[config.mk]
export PLATFORM = sky130hd
export DESIGN_NAME = slot_input_conditioner
export DESIGN_NICKNAME = d
export VERILOG_FILES = /design/src/rtl/slot_io_pkg.sv /design/src/rtl/debounce_bit.sv /design/src/rtl/slot_input_conditioner.sv
export SDC_FILE = /design/constraint.sdc
export NUM_CORES = 1
export LEC_CHECK = 0
export ABC_CLOCK_PERIOD_IN_PS = 1800
export CORE_MARGIN = 2
export CORE_UTILIZATION = 35
export DETAILED_ROUTE_END_ITERATION = 16
export GPL_ROUTABILITY_DRIVEN = 0
export PLACE_DENSITY = 0.55
export SYNTH_ARGS = -nofsm -noshare
export SYNTH_HDL_FRONTEND = slang
export SYNTH_HIERARCHICAL = 1
export SYNTH_SLANG_ARGS = --single-unit
[constraint.sdc]
create_clock -name clk_clk -period 1.8 [get_ports clk_clk]
set_input_delay 0.54 -clock clk_clk [delete_from_list [all_inputs] [get_ports clk_clk]]
set_output_delay 0.54 -clock clk_clk [all_outputs]
set_load 0.03 [all_outputs]
[src/rtl/slot_io_pkg.sv]
// Shared sizing constants for the slot push-button / DIP-switch input conditioner.
package slot_io_pkg;

  localparam int unsigned NUM_BTN                 = 2;
  localparam int unsigned NUM_SW                  = 4;
  localparam int unsigned DEFAULT_DEBOUNCE_CYCLES = 1000000;
  localparam int unsigned DEFAULT_HOLD_CYCLES     = 50000000;

endpackage

[src/rtl/debounce_bit.sv]
// One input bit: 2-flop synchronizer, stability counter and a one-cycle toggle pulse
// that coincides with the first cycle the debounced level shows its new value.
module debounce_bit #(
  parameter int unsigned DebounceCycles = 1000000,
  parameter logic        ResetVal       = 1'b0
) (
  input  logic clk_i,
  input  logic rst_i,
  input  logic raw_i,
  output logic level_o,
  output logic toggle_o
);

  localparam int unsigned CntW = $clog2(DebounceCycles);
  localparam logic [CntW-1:0] CntLast = CntW'(DebounceCycles - 1);

  logic            sync1_q, sync2_q;
  logic            level_q, level_d;
  logic            toggle_q, toggle_d;
  logic [CntW-1:0] cnt_q, cnt_d;

  always_comb begin
    cnt_d    = '0;
    level_d  = level_q;
    toggle_d = 1'b0;
    // Any cycle where the synchronized input agrees with the level restarts the count.
    if (sync2_q != level_q) begin
      if (cnt_q == CntLast) begin
        level_d  = ~level_q;
        toggle_d = 1'b1;
      end else begin
        cnt_d = cnt_q + 1'b1;
      end
    end
  end

  always_ff @(posedge clk_i) begin
    if (rst_i) begin
      sync1_q  <= ResetVal;
      sync2_q  <= ResetVal;
      level_q  <= ResetVal;
      toggle_q <= 1'b0;
      cnt_q    <= '0;
    end else begin
      sync1_q  <= raw_i;
      sync2_q  <= sync1_q;
      level_q  <= level_d;
      toggle_q <= toggle_d;
      cnt_q    <= cnt_d;
    end
  end

  assign level_o  = level_q;
  assign toggle_o = toggle_q;

endmodule

[src/rtl/slot_input_conditioner.sv]
// Debounces the slot's push-buttons and DIP switches, producing press/change pulses
// and a per-button long-hold flag.
module slot_input_conditioner
  import slot_io_pkg::*;
#(
  parameter int unsigned DEBOUNCE_CYCLES = DEFAULT_DEBOUNCE_CYCLES,
  parameter int unsigned HOLD_CYCLES     = DEFAULT_HOLD_CYCLES
) (
  input  logic               clk_clk,
  input  logic               reset_reset,
  input  logic [NUM_BTN-1:0] btn_n_in,
  input  logic [NUM_SW-1:0]  sw_in,
  output logic [NUM_BTN-1:0] btn_n_db,
  output logic [NUM_SW-1:0]  sw_db,
  output logic [NUM_BTN-1:0] btn_press,
  output logic [NUM_BTN-1:0] btn_hold,
  output logic [NUM_SW-1:0]  sw_change
);

  localparam int unsigned HoldW = $clog2(HOLD_CYCLES + 1);
  localparam logic [HoldW-1:0] HoldMax = HoldW'(HOLD_CYCLES);

  logic [NUM_BTN-1:0]            btn_toggle;
  logic [NUM_BTN-1:0][HoldW-1:0] hold_cnt_q, hold_cnt_d;

  for (genvar i = 0; i < NUM_BTN; i++) begin : g_btn
    debounce_bit #(
      .DebounceCycles(DEBOUNCE_CYCLES),
      .ResetVal      (1'b1)
    ) u_debounce (
      .clk_i   (clk_clk),
      .rst_i   (reset_reset),
      .raw_i   (btn_n_in[i]),
      .level_o (btn_n_db[i]),
      .toggle_o(btn_toggle[i])
    );
  end

  for (genvar j = 0; j < NUM_SW; j++) begin : g_sw
    debounce_bit #(
      .DebounceCycles(DEBOUNCE_CYCLES),
      .ResetVal      (1'b0)
    ) u_debounce (
      .clk_i   (clk_clk),
      .rst_i   (reset_reset),
      .raw_i   (sw_in[j]),
      .level_o (sw_db[j]),
      .toggle_o(sw_change[j])
    );
  end

  // Buttons are active-low, so only a toggle landing on 0 is a press.
  assign btn_press = btn_toggle & ~btn_n_db;

  always_comb begin
    hold_cnt_d = hold_cnt_q;
    btn_hold   = '0;
    for (int i = 0; i < NUM_BTN; i++) begin
      if (btn_n_db[i]) begin
        hold_cnt_d[i] = '0;
      end else if (hold_cnt_q[i] != HoldMax) begin
        hold_cnt_d[i] = hold_cnt_q[i] + 1'b1;
      end
      // Masked by the level so a release drops the flag before the counter clears.
      btn_hold[i] = ~btn_n_db[i] & (hold_cnt_q[i] == HoldMax);
    end
  end

  always_ff @(posedge clk_clk) begin
    if (reset_reset) begin
      hold_cnt_q <= '0;
    end else begin
      hold_cnt_q <= hold_cnt_d;
    end
  end

endmodule

==> results of run 1 <==
-- power breakdown --
part	leakage [µW]	switching (µW)	internal, µW	total, µW
Combinational	0.00210	55.8	63.4	119
Sequential	0.00160	9.42	4340	4350
Clock	0.000308	1780	2370	4150
Total	0.00400	1840	6780	8620
-- final cells by class --
type                       instances  area (µm²)
multi-input combinational        773        5230
inverter                          26        97.6
timing repair buffer             200        1690
sequential                       196        3980
fill                            2421       13200
clock inverter                    15         216
clock buffer                      17         425
tap                              330         413
-- cell usage after synthesis (all sizes together), types with 3 or more instances --
| library cell | n |
|---|---|
| nand4 | 44 |
| nor4 | 17 |
| nand3 | 62 |
| or4 | 40 |
| and2 | 9 |
| o31ai | 25 |
| a21oi | 71 |
| and3 | 23 |
| nor4b | 15 |
| or3 | 37 |
| ha | 10 |
| nand2 | 65 |
| nor2 | 120 |
| and4 | 24 |
| o21ai | 51 |
| or2 | 6 |
| buf | 32 |
| xor2 | 39 |
| nor3b | 4 |
| dfxtp | 196 |
| nor3 | 22 |
| xnor2 | 56 |
| nor2b | 10 |
| clkbuf | 13 |
| or3b | 4 |
| nand2b | 3 |
| a31oi | 3 |
| inv | 26 |
-- sequential cells by signal, indices dropped and copies added (netlist names) --
signal / count
g_btn.u_debounce/level_o: 2
g_btn.u_debounce/sync1_q: 2
g_btn.u_debounce/toggle_o: 2
g_btn.u_debounce/cnt_q: 40
g_sw.u_debounce/level_o: 4
g_sw.u_debounce/sync1_q: 4
hold_cnt_q: 52
g_btn.u_debounce/sync2_q: 2
g_sw.u_debounce/toggle_o: 4
g_sw.u_debounce/sync2_q: 4
g_sw.u_debounce/cnt_q: 80
-- what timing repair did --
item                       in CTS  in global routing
buffers inserted                6                  7
cloned                          0                  6
resized for setup              45                 74
setup endpoints to repair      29                114
pin swaps                      12                 32
-- how the worst min path moves through the flow --
stage | endpoint | startpoint | depth (start not counted)
2_1_floorplan | g_btn[0].u_debounce/sync2_q$_SDFF_PP1_ | g_btn[0].u_debounce/sync1_q$_SDFF_PP1_ | 1
3_3_place_gp | g_btn[1].u_debounce/sync2_q$_SDFF_PP1_ | g_btn[1].u_debounce/sync1_q$_SDFF_PP1_ | 1
3_5_place_dp | g_btn[1].u_debounce/sync2_q$_SDFF_PP1_ | g_btn[1].u_debounce/sync1_q$_SDFF_PP1_ | 1
4_1_cts | g_btn[1].u_debounce/sync2_q$_SDFF_PP1_ | g_btn[1].u_debounce/sync1_q$_SDFF_PP1_ | 1
5_1_grt | g_btn[1].u_debounce/sync2_q$_SDFF_PP1_ | g_btn[1].u_debounce/sync1_q$_SDFF_PP1_ | 1
6_report | g_btn[1].u_debounce/sync2_q$_SDFF_PP1_ | g_btn[1].u_debounce/sync1_q$_SDFF_PP1_ | 1
-- per-layer routing --
metal | vias up | wire length (µm) | GRT usage
met3 | 12 | 398 | 0.0236
met4 | 0 | 169 | 0.0474
met2 | 56 | 9410 | 0.246
li1 | 4090 | - | -
met5 | - | 0 | 0
met1 | 3685 | 10100 | 0.202
-- logic make-up (layout without fill, tap and decap cells) --
logic type      Yosys count  in the layout  share of synthesized area
fa+ha+maj                10             10                     0.0138
compound gates          160            160                      0.101
xor+xnor                 95             95                     0.0920
simple gates            507            508                      0.321
flops                   196            196                      0.434
buf+inv                  71            258                     0.0383
-- worst max-delay path: cells and delay by family, from the launching register on --
| kind | cells | cell delay [ns] |
|---|---|---|
| flip-flops | 1 | 0.35 |
| buffers and inverters | 1 | 0.17 |
| AND/OR/NAND/NOR | 3 | 0.73 |
-- through the flow --
stage / setup WS [ns] / power, µW / area [µm²] / hold slack [ns] / TNS (ns)
final: -0.431 / 8620 / 12100 / 0.413 / -0.839
after global routing: -0.532 / 8940 / 12100 / 0.425 / -1.15
after CTS: -0.511 / 8750 / 11700 / 0.414 / -1.02
after detailed placement: -0.196 / 4570 / 10900 / 0.394 / -9.36
after global placement: -0.186 / 4570 / 10900 / 0.399 / -7.90
after floorplan: -0.0231 / 4500 / 9220 / 0.389 / -0.0368
==> summary.md, run 1 <==
| Metric | Value |
|---|---|
| Outcome | finished, violations left |
| Failing checks | negative setup slack |
| Post-layout min period | 2.23 ns |
| Critical Path RT | about 1.3 ns |
| Final hold violations | 0 |
| Fraction of layout cells with a size suffix above 1 | 0.293 |
| # clock sinks | roughly 200 |
| Vias in the first global route | roughly 7300 |
| H-Tree Level Count | 4 |
| Highest-delay cell along the critical path | dfxtp_2 |
| Largest net degree at the start of global routing | 21 |
| Commonest non-fill, non-tap cell in the layout | buf_4 |
| Die X | 165 µm |
| Critical path type | reg -> out |
| Average size of a mapped cell | a little under 9 µm² |
| Global Route Usage Sum | 0.150 |
| Max Cap Violations | 0 |
| Routed Antenna Nets | 0 |
| Clk_skew | 0.00944 ns |
| TritonCTS buffer count | 17 |
| Worst setup startpoint | hold_cnt_q[2]$_SDFFE_PP0P_ |
| Worst-Skew Late Latency | between 0.4 and 0.5 ns |
| First-pass GRT wire length | 33400 µm |
| Area of the die | between 20000 and 30000 µm² |
| Least-Margin Pin Slew | roughly 0.46 ns |
| Row cnt | 58 |
| Leading cell types in the layout, fill and taps excluded | buf_4 (166), dfxtp_1 (158), nor2_1 (120), nand2_1 (63), a21oi_1 (61) |
| R2r setup slk | 0 ns |
| Pre-antenna DRT Iters | 5 |
| Number of diodes | 0 |
| Data arrival, critical path | between 1.5 and 2 ns |
| Final HPWL DP | 13900 µm |
| Initial antenna violation count | 0 |
| CP startpoint kind | flip-flop |
| # IOs | 22 |
| CP endpoint | btn_hold[0] |
| Initial Utilization | 0.358 |
| Nets@finish | roughly 1200 |
| Routed via count | between 7000 and 8000 |
| Highest clock rate | approximately 450 MHz |
| FF-to-FF path depth | 5 |
| 1st-iter DRT viols | ~280 |
| Yosys cell types | 50 |
| GR Overflow Total | 0 |
| Drt via density | 5.04 |
| Synth Instances | approximately 1000 |
| Max VDD drop | between 0.0004 and 0.0005 V |
| Post-synth EDFFs | 0 |
| Syn Std Cell Area | ~9000 µm² |
| Pins Over Slew Limit | 0 |
| Synthesized net count | ~1100 |
| Maximum clock insertion buffer count | 2 |
| Final setup vio count | 3 |
| Crit-path max cell delay | 0.35 ns |
| Root Driver | clkbuf_16 |
| Synth Flop Type | dfxtp_1 |
| Hold Path Class | reg -> reg |
| Final WS setup | -0.431 ns |
| Clock slew at reported path FFs | 0.07 ns |
| Area growth, synth to finish | 33.2% |
| Cell taking the most area after synthesis | dfxtp_1 |
| Final Core Density | 0.477 |
| Die height | roughly 160 µm |
| Area of the core | about 25000 µm² |
| Crit path max fanout | 4 |
| Post-synth top area share | 0.434 |
| Fin crit share | 1.24 |
| Final Non-Filler Cells | approximately 1600 |
| Reg-to-reg endpoint | g_btn[0].u_debounce/cnt_q[18]$_SDFF_PP0_ |
| FF+latch count, synth | a little under 200 |
| WL/cell | between 10 and 15 µm |
| Reg-to-reg startpoint | g_btn[0].u_debounce/cnt_q[1]$_SDFF_PP0_ |
| Port Buffer Count | 21 |
| Largest cells by area after synthesis | dfxtp_1 (43%), xnor2_1 (5.4%), nor2_1 (5.0%) |
| P per Cell Area | 715 nW/µm² |
| Post-synthesis async set-or-reset flop share | 0 |
| Register area share after synthesis | 0.434 |
| # DRC | 0 |
| Rel. slew slack | 0.690 |
| RSZ-0062 raised after global routing | true |
| Ys Warns | 6 |
| Total wire length | around 20000 µm |
| Critical path cell sequence | nor4b_4 > nand4_1 > nor4_4 > buf_6 |
| Critical Path End Type | output port |
| Placed instance count | between 1500 and 2000 |
| TritonCTS clock tree | yes |
| Cts hold-fix bufs | 0 |
| Leak | roughly 0.0040 µW |
Note: power is estimated with default switching activity, not from simulation.
==> run 2, diff against run 1 <==
- CELL_PAD_IN_SITES_DETAIL_PLACEMENT: unset -> 0
- CELL_PAD_IN_SITES_GLOBAL_PLACEMENT: unset -> 1
- PLACE_DENSITY: 0.55 -> unset
- PLACE_DENSITY_LB_ADDON: unset -> 0.15
==> summary.md, run 2 (synthesis gave the netlist of run 1 again) <==
| Metric | Value |
|---|---|
| Outcome | finished, violations left |
| Failing checks | negative setup slack |
| CP endpoint | btn_hold[0] |
| Clock slew at reported path FFs | approximately 0.070 ns |
| WL/cell | approximately 13 µm |
| Port Buffer Count | 21 |
| Pins Over Slew Limit | 0 |
| Cts hold-fix bufs | 0 |
| H-Tree Level Count | 4 |
| Post-Place Worst Slack | -0.116 ns |
| Critical Path End Type | output port |
| Critical path cell sequence | inv_2 > ha_1 > and3b_2 > nand4_1 > nor4_4 > buf_4 |
| # IOs | 22 |
| Number of diodes | 0 |
| Leak | approximately 0.004 µW |
| Data arrival, critical path | about 1.7 ns |
| Fin crit share | 1.24 |
| Biggest register | g_sw.u_debounce/cnt_q |
| GR Overflow Total | 0 |
| Drt via density | between 4 and 5 |
| Fraction of layout cells with a size suffix above 1 | 0.290 |
| Hold Path Class | reg -> reg |
| Worst setup startpoint | hold_cnt_q[0]$_SDFFE_PP0P_ |
| Final setup vio count | 4 |
| Area of the core | approximately 25000 µm² |
| Critical path type | reg -> out |
| Die X | around 160 µm |
| # DRC | 0 |
| Post-layout min period | approximately 2.2 ns |
| Largest net degree at the start of global routing | 21 |
| 1st-iter DRT viols | approximately 330 |
| RSZ-0062 raised after global routing | true |
| P per Cell Area | about 700 nW/µm² |
| Layout Cell Area excl Fill | between 10000 and 15000 µm² |
| Crit-path max cell delay | 0.33 ns |
| Total wire length | between 20000 and 25000 µm |
| Reg-to-reg startpoint | g_btn[1].u_debounce/cnt_q[1]$_SDFF_PP0_ |
| Final WS setup | -0.438 ns |
| Leading cell types in the layout, fill and taps excluded | buf_4 (180), dfxtp_1 (166), nor2_1 (118), nand2_1 (63), a21oi_1 (61) |
| Nets@finish | 1241 |
| Max reg flops | 80 |
| Row cnt | just under 60 |
| Final HPWL DP | 14400 µm |
| Initial antenna violation count | 0 |
| Reg-to-reg endpoint | g_btn[1].u_debounce/cnt_q[18]$_SDFF_PP0_ |
| TritonCTS clock tree | yes |
| Highest clock rate | 447 MHz |
| First-pass GRT wire length | approximately 34000 µm |
| R2r setup slk | -0.01 ns |
| Max Cap Violations | 0 |
| Setup TNS after final layout | -0.797 ns |
| Largest regs | g_sw.u_debounce/cnt_q: 80 flops, hold_cnt_q: 52 flops, g_btn.u_debounce/cnt_q: 40 flops |
| Commonest non-fill, non-tap cell in the layout | buf_4 |
| Max VDD drop | ~0.00053 V |
| Root Driver | clkbuf_16 |
| Initial Utilization | 0.358 |
| Global Route Usage Sum | 0.154 |
| FF-to-FF path depth | 5 |
| CP startpoint kind | flip-flop |
| # clock sinks | between 150 and 200 |
| Routed Antenna Nets | 0 |
| Clk_skew | 0.0137 ns |
| Final hold violations | 0 |
| Vias in the first global route | 7283 |
| Critical Path RT | ~1.3 ns |
| Rel. slew slack | 0.674 |
| Crit path max fanout | 2 |
| Cell Area, Placed | 10900 µm² |
| Die height | about 160 µm |
| Worst-Skew Late Latency | approximately 0.44 ns |
| Least-Margin Pin Slew | 0.482 ns |
| TritonCTS buffer count | 17 |
| Routed via count | between 7000 and 8000 |
| Area of the die | around 27000 µm² |
| Maximum clock insertion buffer count | 2 |
| Pre-antenna DRT Iters | 4 |
| Area growth, synth to finish | 32.5% |
| Highest-delay cell along the critical path | dfxtp_2 |
run 2: metal layers:
layer  vias up  share of wire  track usage  routed length, µm
met2        56           0.46        0.250               9430
met1      3607           0.52        0.214              10600
met4         0         0.0080       0.0415                164
met3         9          0.017       0.0241                345
met5         -              0            0                  0
li1       4122              -            -                  -
run 2: final cells by class:
type                       count  area, µm²
clock buffer                  18        429
clock inverter                14        166
fill                        2477      13300
inverter                      26       97.6
multi-input combinational    773       5220
sequential                   196       3960
tap                          330        413
timing repair buffer         209       1700
run 2: what timing repair did:
action	CTS	global route
pin swaps	12	19
endpoints found under the setup margin	34	116
gates resized for setup	48	63
setup buffers	7	4
gates cloned	0	5
run 2: worst min path at each step:
| stage | start | to | cells after the start |
|---|---|---|---|
| floorplan | g_btn[0].u_debounce/sync1_q$_SDFF_PP1_ | g_btn[0].u_debounce/sync2_q$_SDFF_PP1_ | 1 |
| global placement | g_btn[0].u_debounce/sync1_q$_SDFF_PP1_ | g_btn[0].u_debounce/sync2_q$_SDFF_PP1_ | 1 |
| detailed placement | g_btn[1].u_debounce/sync1_q$_SDFF_PP1_ | g_btn[1].u_debounce/sync2_q$_SDFF_PP1_ | 1 |
| CTS | g_btn[0].u_debounce/sync1_q$_SDFF_PP1_ | g_btn[0].u_debounce/sync2_q$_SDFF_PP1_ | 1 |
| global route | g_btn[0].u_debounce/sync1_q$_SDFF_PP1_ | g_btn[0].u_debounce/sync2_q$_SDFF_PP1_ | 1 |
| finish | g_btn[0].u_debounce/sync1_q$_SDFF_PP1_ | g_btn[0].u_debounce/sync2_q$_SDFF_PP1_ | 1 |
run 2: where the power goes:
group	internal, µW	switching, µW	leakage [µW]
registers	4350	8.79	0.00160
clock network	2000	1860	0.000287
logic	67.7	59.3	0.00212
run 2: critical path: cells and delay by family (launching register included):
family	cells	cell delay [ns]
simple gates	3	0.56
flops	1	0.33
buf+inv	2	0.25
fa+ha+maj	1	0.13
run 2: metrics by stage:
step / instances / hold slack [ns] / util / power [µW]
after floorplan: 1039 / 0.389 / - / 4500
after global placement: 1519 / 0.399 / 0.433 / 4570
after detailed placement: 1519 / 0.405 / 0.433 / 4570
after CTS: 1558 / 0.425 / 0.464 / 8490
after global routing: 1566 / 0.445 / 0.475 / 8700
final: 1566 / 0.418 / 0.475 / 8340
==> run 3, diff against run 2 <==
- SLEW_MARGIN: unset -> 10
==> results of run 3 <==
Same layout as run 2: the final DEF is identical, and so are final timing and power.
